### config.mk
export PLATFORM = sky130hd
export DESIGN_NAME = clkgen_cfg_sequencer_flat
export DESIGN_NICKNAME = d
export VERILOG_FILES = /design/src/rtl/clkgen_cfg_if.sv /design/src/rtl/clkgen_cfg_sequencer.sv /design/src/flat_wrapper.sv
export SDC_FILE = /design/constraint.sdc
export NUM_CORES = 1
export LEC_CHECK = 0
export BUFFER_PORTS_ARGS = -buffer_cell sky130_fd_sc_hd__clkbuf_2
export CAP_MARGIN = 15
export CELL_PAD_IN_SITES_DETAIL_PLACEMENT = 2
export CELL_PAD_IN_SITES_GLOBAL_PLACEMENT = 2
export CORE_ASPECT_RATIO = 0.5
export CORE_MARGIN = 2
export CORE_UTILIZATION = 30
export DETAILED_ROUTE_END_ITERATION = 7
export GPL_TIMING_DRIVEN = 0
export PLACE_DENSITY = 0.84
export SLEW_MARGIN = 30
export SYNTH_ARGS = -nofsm -noshare
export SYNTH_HDL_FRONTEND = slang
export SYNTH_SLANG_ARGS = --single-unit
### constraint.sdc
create_clock -name USER_CLOCK -period 1.75 [get_ports USER_CLOCK]
set_input_delay 0.2625 -clock USER_CLOCK [delete_from_list [all_inputs] [get_ports USER_CLOCK]]
set_output_delay 0.2625 -clock USER_CLOCK [all_outputs]
set_load 0.01 [all_outputs]
### src/rtl/clkgen_cfg_if.sv
// Configuration request channel between a requester and the clock-generator config sequencer.
interface clkgen_cfg_if;
    logic       CFG_VALID;
    logic       CFG_READY;
    logic [1:0] CFG_FREQ;
    logic [2:0] CFG_PHASE;
    logic [2:0] CFG_DUTY;
    logic       CFG_ERR;

    modport master (
        output CFG_VALID, CFG_FREQ, CFG_PHASE, CFG_DUTY,
        input  CFG_READY, CFG_ERR
    );

    modport slave (
        input  CFG_VALID, CFG_FREQ, CFG_PHASE, CFG_DUTY,
        output CFG_READY, CFG_ERR
    );
endinterface

### src/rtl/clkgen_cfg_sequencer.sv
// Lock-qualified, glitch-safe application of frequency/phase/duty selects:
// gate outputs, drain, switch all selects together, settle, re-enable.
module clkgen_cfg_sequencer #(
    parameter int QUIESCE_CYCLES = 16,
    parameter int SETTLE_CYCLES  = 64,
    parameter int LOCK_QUAL      = 4
) (
    input  logic           USER_CLOCK,
    input  logic           RESET,
    input  logic           LOCKED,
    clkgen_cfg_if.slave    cfg,
    output logic [1:0]     FREQ_SEL,
    output logic [2:0]     PHASE_SEL,
    output logic [2:0]     DUTY_SEL,
    output logic           CLK_EN,
    output logic           BUSY
);

    localparam int QS_MAX  = (QUIESCE_CYCLES > SETTLE_CYCLES) ? QUIESCE_CYCLES : SETTLE_CYCLES;
    localparam int CNT_MAX = (QS_MAX > LOCK_QUAL) ? QS_MAX : LOCK_QUAL;
    localparam int CNT_W   = $clog2(CNT_MAX + 1);

    localparam logic [CNT_W-1:0] LOCK_LAST    = CNT_W'(LOCK_QUAL - 1);
    localparam logic [CNT_W-1:0] QUIESCE_LAST = CNT_W'(QUIESCE_CYCLES - 1);
    localparam logic [CNT_W-1:0] SETTLE_LAST  = CNT_W'(SETTLE_CYCLES - 1);
    localparam logic [CNT_W-1:0] CNT_ONE      = CNT_W'(1);

    typedef enum logic [2:0] {
        WAIT_LOCK,
        IDLE,
        QUIESCE,
        APPLY,
        SETTLE
    } state_t;

    state_t           state, state_nxt;
    logic [CNT_W-1:0] cnt, cnt_nxt;

    logic             lock_meta, lock_s;

    logic [1:0]       pend_freq;
    logic [2:0]       pend_phase;
    logic [2:0]       pend_duty;

    logic             xfer;
    logic             req_illegal;
    logic             req_same;
    logic             pend_ld;
    logic             sel_ld;
    logic             err_set;

    // LOCKED comes from another clock domain's lock detector.
    always_ff @(posedge USER_CLOCK) begin
        if (RESET) begin
            lock_meta <= 1'b0;
            lock_s    <= 1'b0;
        end else begin
            lock_meta <= LOCKED;
            lock_s    <= lock_meta;
        end
    end

    assign xfer        = cfg.CFG_VALID & cfg.CFG_READY;
    assign req_illegal = (cfg.CFG_FREQ == 2'd3);
    assign req_same    = ({cfg.CFG_FREQ, cfg.CFG_PHASE, cfg.CFG_DUTY} ==
                          {FREQ_SEL, PHASE_SEL, DUTY_SEL});

    always_ff @(posedge USER_CLOCK) begin
        if (RESET) begin
            state <= WAIT_LOCK;
            cnt   <= '0;
        end else begin
            state <= state_nxt;
            cnt   <= cnt_nxt;
        end
    end

    // One shared counter: each state that times something starts it at zero,
    // and it only ever counts up to that state's last value.
    always_comb begin
        state_nxt = state;
        cnt_nxt   = cnt;
        pend_ld   = 1'b0;
        sel_ld    = 1'b0;
        err_set   = 1'b0;

        case (state)
            WAIT_LOCK: begin
                if (!lock_s) begin
                    cnt_nxt = '0;
                end else if (cnt == LOCK_LAST) begin
                    state_nxt = SETTLE;
                    cnt_nxt   = '0;
                end else begin
                    cnt_nxt = cnt + CNT_ONE;
                end
            end

            IDLE: begin
                if (!lock_s) begin
                    state_nxt = WAIT_LOCK;
                    cnt_nxt   = '0;
                end else if (xfer) begin
                    if (req_illegal) begin
                        err_set = 1'b1;
                    end else if (!req_same) begin
                        pend_ld   = 1'b1;
                        state_nxt = QUIESCE;
                        cnt_nxt   = '0;
                    end
                end
            end

            QUIESCE: begin
                if (!lock_s) begin
                    state_nxt = WAIT_LOCK;
                    cnt_nxt   = '0;
                end else if (cnt == QUIESCE_LAST) begin
                    state_nxt = APPLY;
                    sel_ld    = 1'b1;
                    cnt_nxt   = '0;
                end else begin
                    cnt_nxt = cnt + CNT_ONE;
                end
            end

            APPLY: begin
                state_nxt = lock_s ? SETTLE : WAIT_LOCK;
                cnt_nxt   = '0;
            end

            SETTLE: begin
                if (!lock_s) begin
                    state_nxt = WAIT_LOCK;
                    cnt_nxt   = '0;
                end else if (cnt == SETTLE_LAST) begin
                    state_nxt = IDLE;
                    cnt_nxt   = '0;
                end else begin
                    cnt_nxt = cnt + CNT_ONE;
                end
            end

            default: begin
                state_nxt = WAIT_LOCK;
                cnt_nxt   = '0;
            end
        endcase
    end

    // Outputs are registered from the next state so they line up with the state register.
    always_ff @(posedge USER_CLOCK) begin
        if (RESET) begin
            FREQ_SEL      <= '0;
            PHASE_SEL     <= '0;
            DUTY_SEL      <= '0;
            CLK_EN        <= 1'b0;
            BUSY          <= 1'b1;
            cfg.CFG_READY <= 1'b0;
            cfg.CFG_ERR   <= 1'b0;
            pend_freq     <= '0;
            pend_phase    <= '0;
            pend_duty     <= '0;
        end else begin
            CLK_EN        <= (state_nxt == IDLE);
            BUSY          <= (state_nxt != IDLE);
            cfg.CFG_READY <= (state_nxt == IDLE);
            if (err_set)
                cfg.CFG_ERR <= 1'b1;
            if (pend_ld) begin
                pend_freq  <= cfg.CFG_FREQ;
                pend_phase <= cfg.CFG_PHASE;
                pend_duty  <= cfg.CFG_DUTY;
            end
            if (sel_ld) begin
                FREQ_SEL  <= pend_freq;
                PHASE_SEL <= pend_phase;
                DUTY_SEL  <= pend_duty;
            end
        end
    end

endmodule

### src/flat_wrapper.sv
// flat-port wrapper written by rule: the top's interface ports become plain ports
module clkgen_cfg_sequencer_flat 
#(
    parameter int QUIESCE_CYCLES = 16,
    parameter int SETTLE_CYCLES  = 64,
    parameter int LOCK_QUAL      = 4
)
  (USER_CLOCK, RESET, LOCKED, FREQ_SEL, PHASE_SEL, DUTY_SEL, CLK_EN, BUSY, cfg_CFG_VALID, cfg_CFG_FREQ, cfg_CFG_PHASE, cfg_CFG_DUTY, cfg_CFG_READY, cfg_CFG_ERR);
  clkgen_cfg_if cfg_i ();
  input  logic USER_CLOCK;
  input  logic RESET;
  input  logic LOCKED;
  output logic [1:0] FREQ_SEL;
  output logic [2:0] PHASE_SEL;
  output logic [2:0] DUTY_SEL;
  output logic CLK_EN;
  output logic BUSY;
  input wire logic [$bits(cfg_i.CFG_VALID)-1:0] cfg_CFG_VALID;
  input wire logic [$bits(cfg_i.CFG_FREQ)-1:0] cfg_CFG_FREQ;
  input wire logic [$bits(cfg_i.CFG_PHASE)-1:0] cfg_CFG_PHASE;
  input wire logic [$bits(cfg_i.CFG_DUTY)-1:0] cfg_CFG_DUTY;
  output wire logic [$bits(cfg_i.CFG_READY)-1:0] cfg_CFG_READY;
  output wire logic [$bits(cfg_i.CFG_ERR)-1:0] cfg_CFG_ERR;
  assign cfg_i.CFG_VALID = cfg_CFG_VALID;
  assign cfg_i.CFG_FREQ = cfg_CFG_FREQ;
  assign cfg_i.CFG_PHASE = cfg_CFG_PHASE;
  assign cfg_i.CFG_DUTY = cfg_CFG_DUTY;
  assign cfg_CFG_READY = cfg_i.CFG_READY;
  assign cfg_CFG_ERR = cfg_i.CFG_ERR;
  clkgen_cfg_sequencer #(.QUIESCE_CYCLES(QUIESCE_CYCLES), .SETTLE_CYCLES(SETTLE_CYCLES), .LOCK_QUAL(LOCK_QUAL)) u_core (.USER_CLOCK(USER_CLOCK), .RESET(RESET), .LOCKED(LOCKED), .cfg(cfg_i), .FREQ_SEL(FREQ_SEL), .PHASE_SEL(PHASE_SEL), .DUTY_SEL(DUTY_SEL), .CLK_EN(CLK_EN), .BUSY(BUSY));
endmodule
* Word-level counts from Yosys, hierarchy flattened *
Cells that the tools add are included.
Widths: inputs -> output; s select.

storage, ports and cells
  register bits after elaboration = 31
  input port bits = 12

cells by class
  add/sub/neg operators = 1
  eq/ne operators = 14
  muxes and demuxes = 35
  bitwise operators = 1
  reductions and logical operators = 2

operators with widths
  cell                 count
  $mux 7               10
  $mux 3               11
  $pmux 7 s4           1
  $pmux 3 s5           1
  $mux 1               12
  $ne 3x3->1 const B   3
  $eq 8x8->1           1
  $add 7x1->7 const B  1
  $eq 7x2->1 const B   1
  $eq 7x4->1 const B   1
  $eq 7x6->1 const B   1
  $eq 3x1->1 const B   2
  $eq 3x2->1 const B   2
  $eq 3x3->1 const B   1
  $logic_not 3->1      1
  $ne 3x1->1 const B   1
  $reduce_and 3->1     1
  $eq 2x2->1 const B   1
  $and 1x1->1          1

* Longest topological paths before layout *
Gate-level depths: netlist of run 1.

  depth after elaboration = 7
  mapped depth = 7

* Worst setup path before layout of run 1 *
OpenSTA, ideal clock, no wires.

  path type = reg-to-reg
  start point = register u_core.cnt[0]
  end point = register u_core.state[2]
  library setup time = 64 ps
  data arrival time = 1832 ps
  required time = 1686 ps
  slack = -146 ps
  cell stages (with the launch flop) = 8
  period minus slack after synthesis = 1896 ps
  path through = dfxtp_1 > ha_1 > or4b_1 > buf_2 > or4_1 > a211oi_1 > a21oi_1 > nor2_1

on the way
  longest elaborated chain between the ends = 4
  elaborated cells between the ends (all ways) = 10
  classes of those cells = eq/ne: 3; mux: 7

RTL lines
  element                                   RTL line                                                                              source
  start: declaration                        clkgen_cfg_sequencer.sv:37                                                            logic [CNT_W-1:0] cnt, cnt_nxt;
  start signal: assignment                  clkgen_cfg_sequencer.sv:74                                                            cnt <= cnt_nxt;
  $eq 7x6->1, or another cell as far along  clkgen_cfg_sequencer.sv:136                                                           end else if (cnt == SETTLE_LAST) begin
  $mux 3 (on tied branches)                 clkgen_cfg_sequencer.sv:136, clkgen_cfg_sequencer.sv:91, clkgen_cfg_sequencer.sv:118
  $mux 3 (on tied branches)                 clkgen_cfg_sequencer.sv:133, clkgen_cfg_sequencer.sv:89, clkgen_cfg_sequencer.sv:115
  $pmux 3 s5 *                              clkgen_cfg_sequencer.sv:87                                                            case (state)
  end signal: assignment                    clkgen_cfg_sequencer.sv:73                                                            state <= state_nxt;
  end: declaration                          clkgen_cfg_sequencer.sv:36                                                            state_t state, state_nxt;

Every way passes the cells marked *; elsewhere a longest branch is shown, timed or not.
A chain may end at the register's enable or synchronous reset.

* Final worst setup path of run 1 *
Ends and elaborated chain as after synthesis.

==> summary.md, run 1 <==
| Metric | Value |
|---|---|
| FF+latch area | 626.9 um^2 |
| Max-slew violation count | 0 |
| Synth unique cells | 35 |
| Final setup violation count | 6 |
| CTS max path bufs | 2 |
| Worst path max stage delay | between 500 and 600 ps |
| Fraction of layout cells with a size suffix above 1 | about a third |
| Via count | 1353 |
| CTS tree | yes |
| # Max-Cap Violations | 0 |
| Htree depth | 2 |
| Max Freq | 545.7 MHz |
| Cells after Synth | 161 |
| Ys flop type | dfxtp_1 |
| Period utilization | 104.7% |
| Worst-Margin Slew | 527.3 ps |
| Slowest CP cell | or4b_4 |
| # fillers | 472 |
| Crit path buffers/inverters | 0 |
| Clock root cell | clkbuf_8 |
| Multi-input gate area | 864.6 um^2 |
| Setup CP Type | flip-flop to flip-flop |
| Post-DP HPWL | 2724 um |
| PD cells | 787.2 nW/um^2 |
| Antenna violations before repair | 0 |
| Slew HR | between 60% and 70% |
| Number of remaining DRC errors | 0 |
| Post-route minimum period | 1832 ps |
| Synthesized area per cell | 8.875 um^2 |
| Core region area | 4488 um^2 |
| Die width | 101.6 um |
| 1st-pass router iterations | 4 |
| Clock Sinks | 31 |
| Element type at the critical path start | flip-flop |
| Detail Route Antenna Nets | 0 |
| Number of I/O pins | 24 |
| Worst skew pair latency | between 200 and 300 ps |
| Die Ht | 52.80 um |
| Ys Warns | 0 |
| Post-synth EDFFs | 0 |
| CTS Buf Count | 5 |
| RD Place Congestion | 0.7571 |
| Setup crit end kind | flip-flop |
| Critical path fanouts, max | 4 |
| Worst path required time | about 2000 ps |
| Commonest non-fill, non-tap cell in the layout | dfxtp_1 |
| Synthesized net count | between 150 and 200 |
| Post-CTS Hold Buffers | 0 |
| Detail-routed via count per cell | 5.164 |
| DR WL/cell | ~20 um |
| Cell Rows | 17 |
| Global Route Usage Sum | 19.06% |
| Worst clock skew | roughly 4.6 ps |
| Drt initial violations | 62 |
| Synth-to-Final Area Change | 34.24% |
| NumNets Final | 208 |
| Ant. Diodes | 0 |
| Final hold viol count | 0 |
| Routed WL | 5112 um |
| Mapped cell area | 1429 um^2 |
| Largest net degree at the start of global routing | 12 |
| Async S/R FF share, synth | 0% |
| Failing checks | setup timing |
| Grt ovf | 0 |
| P_leak | 0.7453 nW |
| Slack of the critical path | -82.40 ps |
| Initial Util | 31.84% |
| Synth Register Bits | 31 |
| Die Area | 5364 um^2 |
| CP delay by family, top | simple AND/OR/NAND/NOR gates |
| RSZ-0062 raised after global routing | yes |
| First-pass GRT wire length | 7548 um |
| HP Class | primary input to flip-flop |
| Part of the Yosys area used for sequential elements | approximately 43% |
| Status | finished, violations left |
| Setup tns final | -259.0 ps |
| VDD IR-drop max | 0.4949 mV |
| Commonest cells after routing, fill and taps aside | 26 x dfxtp_1, 25 x nor2_1, 22 x clkbuf_2 |
| IO Port Bufs | 22 |
| Crit-path cells | ha_4 -> or4b_4 -> or4_4 -> a211oi_2 -> a21oi_1 -> nor2_1 |
| Worst hold slack | ~230 ps |
| Worst Path Arrival | ~2000 ps |
| Vias in the first global route | 1378 |
| Worst-path clk slew | 80 ps |
-- synthesized netlist by cell type (2+ instances only) --
cell      number  area, um^2
xnor2_1        8       70.07
o21ai_1        2       10.01
a31oi_1        5       31.28
a211oi_1       2       15.01
nand2_1        8       30.03
a21oi_1        8       40.04
nand3_1       13       65.06
nand4b_1       2       17.52
or2_2          3       18.77
or3_1          2       12.51
mux2i_1       16       160.2
nand3b_1       2       15.01
buf_2          3       15.01
nand4_1        2       12.51
dfxtp_1       31       620.6
o21ai_0        2       10.01
clkbuf_1       5       18.77
nor2_1        25       93.84
nor2b_1        4       25.02
nand2b_1       3       18.77
-- per-stage QoR --
step	cell area (um^2)	utilization, %	setup WS (ps)	instances	total power, mW
3_3_place_gp	1655	36.88	-307.1	249	0.7775
5_1_grt	1918	42.74	-137.4	262	1.544
2_1_floorplan	1463	-	-73.19	161	0.7528
4_1_cts	1839	40.98	-119.6	261	1.499
3_5_place_dp	1655	36.88	-370.5	249	0.7787
6_report	1918	42.74	-82.40	262	1.510
-- per-layer routing --
metal	routed length, um	track usage (%)	vias up
met3	159	4.000	10
met1	2396	23.95	675
met2	2488	33.22	31
met4	68	5.631	0
met5	0	0	-
li1	-	-	637
-- cell type report --
type / instances / area share [%]
multi-input cells: 120 / 45.07
flip-flops and latches: 31 / 32.68
repair buffers: 30 / 10.37
well taps: 66 / 4.305
clock buffers: 5 / 3.588
clock inverters: 3 / 2.283
plain buffers: 6 / 1.500
inverters: 1 / 0.1957
-- path summary, 6_finish.rpt --
path	startpoint	end	slack (ps)	cells after the start
max	u_core.cnt[0]$_SDFFE_PP0P_	u_core.state[2]$_SDFF_PP0_	-80	6
min	LOCKED	u_core.lock_meta$_SDFF_PP0_	230	2
max reg2reg	u_core.cnt[0]$_SDFFE_PP0P_	u_core.state[2]$_SDFF_PP0_	-80	6
min reg2reg	u_core.lock_meta$_SDFF_PP0_	u_core.lock_s$_SDFF_PP0_	470	1
-- logic make-up (layout without fill, tap and decap cells) --
| family | count (synthesis) | count (layout) | share of synthesized area [%] |
|---|---|---|---|
| AO/OA/AOI/OAI | 23 | 23 | 9.983 |
| adder cells (fa/ha/maj) | 1 | 1 | 0.8755 |
| flip-flops | 31 | 31 | 43.43 |
| buffers and inverters | 10 | 45 | 3.152 |
| AND/OR/NAND/NOR | 72 | 72 | 26.45 |
| multiplexers | 16 | 16 | 11.21 |
| XOR/XNOR | 8 | 8 | 4.904 |
-- power breakdown --
part           internal (mW)  switching [mW]  leakage, nW
clock network          0.424           0.315       0.0581
registers              0.708         0.00212        0.253
logic                 0.0234          0.0380        0.435
-- timing repair --
action,4_1_cts,5_1_grt
buffers inserted,7,1
pin swaps,5,7
endpoints found under the setup margin,27,26
resized for setup,5,15
-- registers in the layout, summed over array words and instances (netlist names) --
signal                count
u_core.pend_freq          2
u_core.pend_phase         3
u_core.cfg.CFG_READY      1
u_core.DUTY_SEL           3
u_core.pend_duty          3
u_core.FREQ_SEL           2
u_core.lock_meta          1
u_core.BUSY               1
u_core.lock_s             1
u_core.cnt                7
u_core.state              3
u_core.PHASE_SEL          3
u_core.cfg.CFG_ERR        1
Note: power is estimated with default switching activity, not from simulation.
==> inputs of run 2 (changes only) <==
--- a/config.mk
+++ b/config.mk
@@ -14,7 +14,7 @@
 export CORE_UTILIZATION = 30
 export DETAILED_ROUTE_END_ITERATION = 7
 export GPL_TIMING_DRIVEN = 0
-export PLACE_DENSITY = 0.84
+export PLACE_DENSITY_LB_ADDON = 0.1
 export SLEW_MARGIN = 30
 export SYNTH_ARGS = -nofsm -noshare
 export SYNTH_HDL_FRONTEND = slang
==> run 2 against run 1 <==
Net effect: the flow still finishes with violations (setup timing); clock skew is essentially flat; worst setup slack lost 18 ps; first-iteration DRC count shrank 76%; fmax shrank 0.95%; core utilization grew 1.5 points; global-route usage shrank 1.9 points.
==> summary.md, run 2 (synthesis gave the netlist of run 1 again) <==
| Metric | Value |
|---|---|
| Synth-to-Final Area Change | 39.05% (was 34.24%) |
| Worst Path Arrival | 2010 ps (was 2060 ps) |
| Drt initial violations | 15 (was 62) |
| CP startpoint | u_core.cnt[0]$_SDFFE_PP0P_ (unchanged) |
| Highest layer used for signal routing | met4 (unchanged) |
| Antenna violations before repair | 0 (unchanged) |
| Power Internal | 1.155 mW (about the same) |
| Core region area | 4488 um^2 (unchanged) |
| Die width | 101.6 um (unchanged) |
| Routed WL | 4543 um (was 5112 um) |
| RSZ-0062 raised after global routing | yes (unchanged) |
| Max Freq | 540.6 MHz (was 545.7 MHz) |
| Htree depth | 2 (unchanged) |
| Global Route Usage Sum | 17.14% (was 19.06%) |
| Final design utilization | 44.27% (was 42.74%) |
| Fraction of layout cells with a size suffix above 1 | 36.87% (was 33.16%) |
| Met2 WL | 2182 um (was 2488 um) |
| Worst clock skew | 4.290 ps (was 4.613 ps) |
| Via count | 1289 (was 1353) |
| Worst hold slack | 186.0 ps (was 230.6 ps) |
| Largest reg by FF count | u_core.cnt (unchanged) |
| Hold_sp | LOCKED (unchanged) |
| Initial Util | 31.84% (unchanged) |
| Die Ht | 52.80 um (unchanged) |
| Setup crit end kind | flip-flop (unchanged) |
| HP Class | primary input to flip-flop (unchanged) |
| Slew HR | 65.23% (was 64.85%) |
| # Max-Cap Violations | 0 (unchanged) |
| Slack of the critical path | -99.92 ps (was -82.40 ps) |
| RD Place Congestion | 0.6833 (was 0.7571) |
| Reg power frac | 47.3% (was 47.0%) |
| Largest net degree at the start of global routing | 12 (unchanged) |
| IO Port Bufs | 22 (unchanged) |
| Die Area | 5364 um^2 (unchanged) |
| CTS Buf Count | 5 (unchanged) |
| CP delay by family, top | simple AND/OR/NAND/NOR gates (unchanged) |
| Crit path buffers/inverters | 1 (was 0) |
| Failing checks | setup timing (unchanged) |
| First-pass GRT wire length | 6796 um (was 7548 um) |
| DR WL/cell | 17.21 um (was 19.51 um) |
| Clock Sinks | 31 (unchanged) |
| Dpl ws | -458.0 ps (was -370.5 ps) |
| Clock power frac | 48.6% (was 48.9%) |
| Max FFs per register | 7 (unchanged) |
| Final instance area | 1987 um^2 (was 1918 um^2) |
| Worst path required time | 1910 ps (was 1980 ps) |
| Worst-Margin Slew | 521.5 ps (was 527.3 ps) |
| Post-CTS Hold Buffers | 0 (unchanged) |
| Slowest CP cell | or4b_4 (unchanged) |
| WL met3 | 134 um (was 159 um) |
| Max-slew violation count | 0 (unchanged) |
| Non-Filler Instances | 264 (was 262) |
| CTS max path bufs | 2 (unchanged) |
| Detail-routed via count per cell | 4.883 (was 5.164) |
| Dpl cells | 249 (unchanged) |
| Detail Route Antenna Nets | 0 (unchanged) |
| Commonest cells after routing, fill and taps aside | 26 x dfxtp_1, 24 x nor2_1, 22 x clkbuf_2 (was 26 x dfxtp_1, 25 x nor2_1, 22 x clkbuf_2) |
| Clock root cell | clkbuf_8 (unchanged) |
| Ant. Diodes | 0 (unchanged) |
| CTS tree | yes (unchanged) |
| Sw Pwr | 0.3429 mW (was 0.3548 mW) |
| Commonest non-fill, non-tap cell in the layout | dfxtp_1 (unchanged) |
| Final setup violation count | 16 (was 6) |
| Crit-path cells | ha_4 -> or4b_4 -> buf_4 -> a21oi_4 -> o21ai_4 -> a32oi_1 -> nor2_1 (was ha_4 -> or4b_4 -> or4_4 -> a211oi_2 -> a21oi_1 -> nor2_1) |
| 1st-pass router iterations | 3 (was 4) |
| Final hold viol count | 0 (unchanged) |
| Worst skew pair latency | 290 ps (about the same) |
| Cell Rows | 17 (unchanged) |
| # fillers | 502 (was 472) |
| Vias in the first global route | 1370 (was 1378) |
| Setup tns final | -705.9 ps (was -259.0 ps) |
| Critical path fanouts, max | 5 (was 4) |
| NumNets Final | 210 (was 208) |
| Number of remaining DRC errors | 0 (unchanged) |
| Gate power share | 4.1% (about the same) |
| DRT met1 WL | 2191 um (was 2396 um) |
| Sw Share | 22.89% (was 23.50%) |
| Post-route minimum period | 1850 ps (was 1832 ps) |
| Grt ovf | 0 (unchanged) |
| Worst-path clk slew | 70 ps (was 80 ps) |
| Period utilization | 105.7% (was 104.7%) |
| VDD IR-drop max | 0.3722 mV (was 0.4949 mV) |
| Number of I/O pins | 24 (unchanged) |
| Reg2Reg Launch Point | u_core.cnt[0]$_SDFFE_PP0P_ (unchanged) |
| Worst path max stage delay | 500 ps (was 510 ps) |
| Post-DP HPWL | 2780 um (was 2724 um) |
| Status | finished, violations left (unchanged) |
| Dpl cell area | 1655 um^2 (unchanged) |
| PD cells | 754.1 nW/um^2 (was 787.2 nW/um^2) |
| Setup CP Type | flip-flop to flip-flop (unchanged) |
| Total power | 1.498 mW (was 1.510 mW) |
| Element type at the critical path start | flip-flop (unchanged) |
| P_leak | 0.7544 nW (was 0.7453 nW) |
run 2: changes by cell type in the layout (fill, tap and decap cells not counted), sizes merged:
cell,previous run,this run
o21ai,4,5
buf,11,12
run 2: cell type report:
cell class	instances	area, um^2	share of cell area (%)
Multi-Input combinational cell	121	927.1	46.66
Clock buffer	5	68.82	3.463
Timing Repair Buffer	31	202.7	10.20
Tap cell	66	82.58	4.156
Inverter	1	3.754	0.1889
Clock inverter	3	43.79	2.204
Buffer	6	28.78	1.448
Sequential cell	31	629.4	31.68
run 2: per-layer routing:
layer / track usage, % / vias to the layer above
met5: 0 / -
met4: 4.730 / 0
met3: 4.667 / 5
met2: 29.06 / 17
met1: 21.61 / 625
li1: - / 642
run 2: power groups by stage:
stage | Clock (mW) | Sequential [mW] | Combinational [mW]
global placement | 0 | 0.726 | 0.0520
detailed placement | 0 | 0.726 | 0.0534
finish | 0.729 | 0.708 | 0.0615
floorplan | 0 | 0.726 | 0.0272
global route | 0.775 | 0.709 | 0.0686
CTS | 0.741 | 0.708 | 0.0568
run 2: repair_timing:
item	4_1_cts	5_1_grt
endpoints found under the setup margin	28	26
hold endpoints to repair	0	0
pin swaps	8	9
setup buffers	6	3
cloned	0	1
gates resized for setup	8	21
run 2: final timing paths:
check,endpoint,slack (ps),cells past startpoint
hold reg to reg,u_core.lock_s$_SDFF_PP0_,460,1
setup / recovery,u_core.cnt[1]$_SDFFE_PP0P_,-100,7
hold / removal,u_core.lock_meta$_SDFF_PP0_,190,2
setup reg to reg,u_core.cnt[1]$_SDFFE_PP0P_,-100,7
==> inputs of run 3 (changes only) <==
--- a/config.mk
+++ b/config.mk
@@ -6,12 +6,11 @@
 export NUM_CORES = 1
 export LEC_CHECK = 0
 export BUFFER_PORTS_ARGS = -buffer_cell sky130_fd_sc_hd__clkbuf_2
-export CAP_MARGIN = 15
 export CELL_PAD_IN_SITES_DETAIL_PLACEMENT = 2
 export CELL_PAD_IN_SITES_GLOBAL_PLACEMENT = 2
 export CORE_ASPECT_RATIO = 0.5
 export CORE_MARGIN = 2
-export CORE_UTILIZATION = 30
+export CORE_UTILIZATION = 35
 export DETAILED_ROUTE_END_ITERATION = 7
 export GPL_TIMING_DRIVEN = 0
 export PLACE_DENSITY_LB_ADDON = 0.1
==> constraint.sdc (replaced) <==
create_clock -name USER_CLOCK -period 2.2 [get_ports USER_CLOCK]
set_input_delay 0.33 -clock USER_CLOCK [delete_from_list [all_inputs] [get_ports USER_CLOCK]]
set_output_delay 0.33 -clock USER_CLOCK [all_outputs]
set_load 0.01 [all_outputs]
==> run 3 against run 2 <==
Net effect: the run now ends clean; global-route usage is 1.4 points higher; largest power group unchanged; combinational power is 32% lower; cell count is 6.8% lower; critical path type unchanged; clock power is 21% lower; count of clock-buffer cells in the layout stayed put.
==> summary.md, run 3 (synthesis gave the netlist of run 1 again) <==
| Metric | Value |
|---|---|
| Status | finished clean (was finished, violations left) |
| IO Port Bufs | 22 (unchanged) |
| NumNets Final | 204 (was 210) |
| CTS Buf Count | 5 (unchanged) |
| Total power | 1.186 mW (was 1.498 mW) |
| Antenna violations before repair | 0 (unchanged) |
| Final hold viol count | 0 (unchanged) |
| Final design utilization | 45.19% (was 44.27%) |
| Fraction of layout cells with a size suffix above 1 | 23.96% (was 36.87%) |
| CP startpoint | u_core.cnt[1]$_SDFFE_PP0P_ (was u_core.cnt[0]$_SDFFE_PP0P_) |
| Worst clock skew | 6.297 ps (was 4.290 ps) |
| Critical path fanouts, max | 5 (unchanged) |
| Routed WL | 3982 um (was 4543 um) |
| Post-route minimum period | 2064 ps (was 1850 ps) |
| Final setup violation count | 0 (was 16) |
| Synth-to-Final Area Change | 23.47% (was 39.05%) |
| PD cells | 672.2 nW/um^2 (was 754.1 nW/um^2) |
| Max Freq | 484.6 MHz (was 540.6 MHz) |
| Core region area | 3904 um^2 (was 4488 um^2) |
| Clock Sinks | 31 (unchanged) |
| Clock root cell | clkbuf_8 (unchanged) |
| Initial Util | 36.60% (was 31.84%) |
| Worst path required time | 2430 ps (was 1910 ps) |
| Non-Filler Instances | 246 (was 264) |
| Commonest non-fill, non-tap cell in the layout | dfxtp_1 (unchanged) |
| # Max-Cap Violations | 0 (unchanged) |
| Die width | 94.36 um (was 101.6 um) |
| Htree depth | 2 (unchanged) |
| Largest reg by FF count | u_core.cnt (unchanged) |
| VDD IR-drop max | 0.2814 mV (was 0.3722 mV) |
| Setup tns final | 0 ps (was -705.9 ps) |
| Number of remaining DRC errors | 0 (unchanged) |
| Crit-path cells | ha_2 -> or4b_1 -> buf_2 -> or4_1 -> a211oi_2 -> a21oi_1 -> nor2_1 (was ha_4 -> or4b_4 -> buf_4 -> a21oi_4 -> o21ai_4 -> a32oi_1 -> nor2_1) |
| Cell Rows | 16 (was 17) |
| # fillers | 445 (was 502) |
| Element type at the critical path start | flip-flop (unchanged) |
| Max FFs per register | 7 (unchanged) |
| Global Route Usage Sum | 18.51% (was 17.14%) |
| RSZ-0062 raised after global routing | yes (unchanged) |
| Worst-Margin Slew | 513.0 ps (was 521.5 ps) |
| Reg2Reg Capture Point | u_core.state[2]$_SDFF_PP0_ (was u_core.cnt[1]$_SDFFE_PP0P_) |
| Period utilization | 93.80% (was 105.7%) |
| Slowest CP cell | or4b_1 (was or4b_4) |
| Die Area | 4641 um^2 (was 5364 um^2) |
| CTS tree | yes (unchanged) |
| P_leak | 0.6960 nW (was 0.7544 nW) |
| Worst Path Arrival | 2290 ps (was 2010 ps) |
| Worst-path clk slew | 80 ps (was 70 ps) |
| Worst path max stage delay | 430 ps (was 500 ps) |
| Ant. Diodes | 0 (unchanged) |
| Reg2Reg Launch Point | u_core.cnt[1]$_SDFFE_PP0P_ (was u_core.cnt[0]$_SDFFE_PP0P_) |
| Max-slew violation count | 0 (unchanged) |
| HP Class | primary input to flip-flop (unchanged) |
| R2r setup slk | 140 ps (was -100 ps) |
| Post-DP HPWL | 2705 um (was 2780 um) |
| CTS max path bufs | 2 (unchanged) |
| Detail-routed via count per cell | 5.089 (was 4.883) |
| Detail Route Antenna Nets | 0 (unchanged) |
| Worst skew pair latency | 290 ps (about the same) |
| Dpl cells | 237 (was 249) |
| Commonest cells after routing, fill and taps aside | 30 x dfxtp_1, 25 x nor2_1, 22 x clkbuf_2 (was 26 x dfxtp_1, 24 x nor2_1, 22 x clkbuf_2) |
| Critical path endpoint | u_core.state[2]$_SDFF_PP0_ (was u_core.cnt[1]$_SDFFE_PP0P_) |
| Drt initial violations | 30 (was 15) |
| Vias in the first global route | 1307 (was 1370) |
| Via count | 1252 (was 1289) |
| Die Ht | 49.18 um (was 52.80 um) |
| Worst reg-to-reg path cell count | 7 (unchanged) |
| Slew HR | 65.80% (was 65.23%) |
| First-pass GRT wire length | 6506 um (was 6796 um) |
| DR WL/cell | 16.19 um (was 17.21 um) |
| RD Place Congestion | 0.7003 (was 0.6833) |
| 1st-pass router iterations | 4 (was 3) |
| Largest net degree at the start of global routing | 12 (unchanged) |
| Number of I/O pins | 24 (unchanged) |
| Setup CP Type | flip-flop to flip-flop (unchanged) |
| Grt ovf | 0 (unchanged) |
| Setup crit end kind | flip-flop (unchanged) |
[run 3: changes by cell type in the layout (fill, tap and decap cells not counted), moves of 2 or more]
cell,delta
clkbuf_1,+2
nand3_1,+5
o21ai_4,-3
a21oi_1,+2
dfxtp_2,-3
nand3_2,-4
buf_4,-7
dfxtp_1,+4
o21ai_2,+2
[run 3: how the worst min path moves through the flow]
stage | startpoint | end | cells past startpoint | slack (ps)
6_report | LOCKED | u_core.lock_meta$_SDFF_PP0_ | 2 | 270
5_1_grt | LOCKED | u_core.lock_meta$_SDFF_PP0_ | 2 | 270
4_1_cts | LOCKED | u_core.lock_meta$_SDFF_PP0_ | 2 | 270
3_5_place_dp | u_core.lock_meta$_SDFF_PP0_ | u_core.lock_s$_SDFF_PP0_ | 1 | 430
3_3_place_gp | u_core.lock_meta$_SDFF_PP0_ | u_core.lock_s$_SDFF_PP0_ | 1 | 420
2_1_floorplan | u_core.lock_meta$_SDFF_PP0_ | u_core.lock_s$_SDFF_PP0_ | 1 | 410
[run 3: area by class of cell]
class / count / area, um^2 / area share [%]
tap: 54 / 67.56 / 3.830
multi-input combinational: 120 / 787.0 / 44.61
timing repair buffer: 23 / 130.1 / 7.376
clock buffer: 5 / 68.82 / 3.901
sequential: 31 / 621.8 / 35.25
buffer: 9 / 41.29 / 2.340
clock inverter: 3 / 43.79 / 2.482
inverter: 1 / 3.754 / 0.2128
[run 3: metal layers]
layer | vias to the layer above | global-route usage, % | wire [um]
met5 | - | 0 | 0
met3 | 4 | 5.873 | 145
met4 | 0 | 4.348 | 30
met1 | 603 | 23.75 | 1915
met2 | 18 | 30.60 | 1890
li1 | 627 | - | -
[run 3: per-stage QoR]
| stage | setup slack (ps) | hold slack [ps] | instance area [um^2] |
|---|---|---|---|
| final | 136.4 | 269.3 | 1764 |
| after global routing | -27.93 | 269.6 | 1764 |
| after CTS | 4.867 | 273.1 | 1719 |
| after detailed placement | -19.22 | 429.5 | 1607 |
| after global placement | 27.58 | 419.9 | 1607 |
| after floorplan | 303.9 | 413.8 | 1429 |
[run 3: repair_timing]
action                     CTS  global route
hold buffers                 0             0
gates cloned                 0             0
pin swaps                    1             1
setup buffers                0             1
setup endpoints to repair    8            24
gates resized for setup      0             6
[run 3: power breakdown]
part	leakage [nW]	switching [mW]	total, mW	internal (mW)
registers	0.251	0.00168	0.565	0.563
logic	0.387	0.0249	0.0418	0.0169
clock network	0.0581	0.242	0.579	0.337
total	0.696	0.269	1.19	0.917
[run 3: worst max-delay path, delay by kind of cell (launching register included)]
kind	cells	cell delay [ps]
AO/OA/AOI/OAI	2	310
AND/OR/NAND/NOR	3	940
adder cells (fa/ha/maj)	1	220
flip-flops	1	360
buffers and inverters	1	170
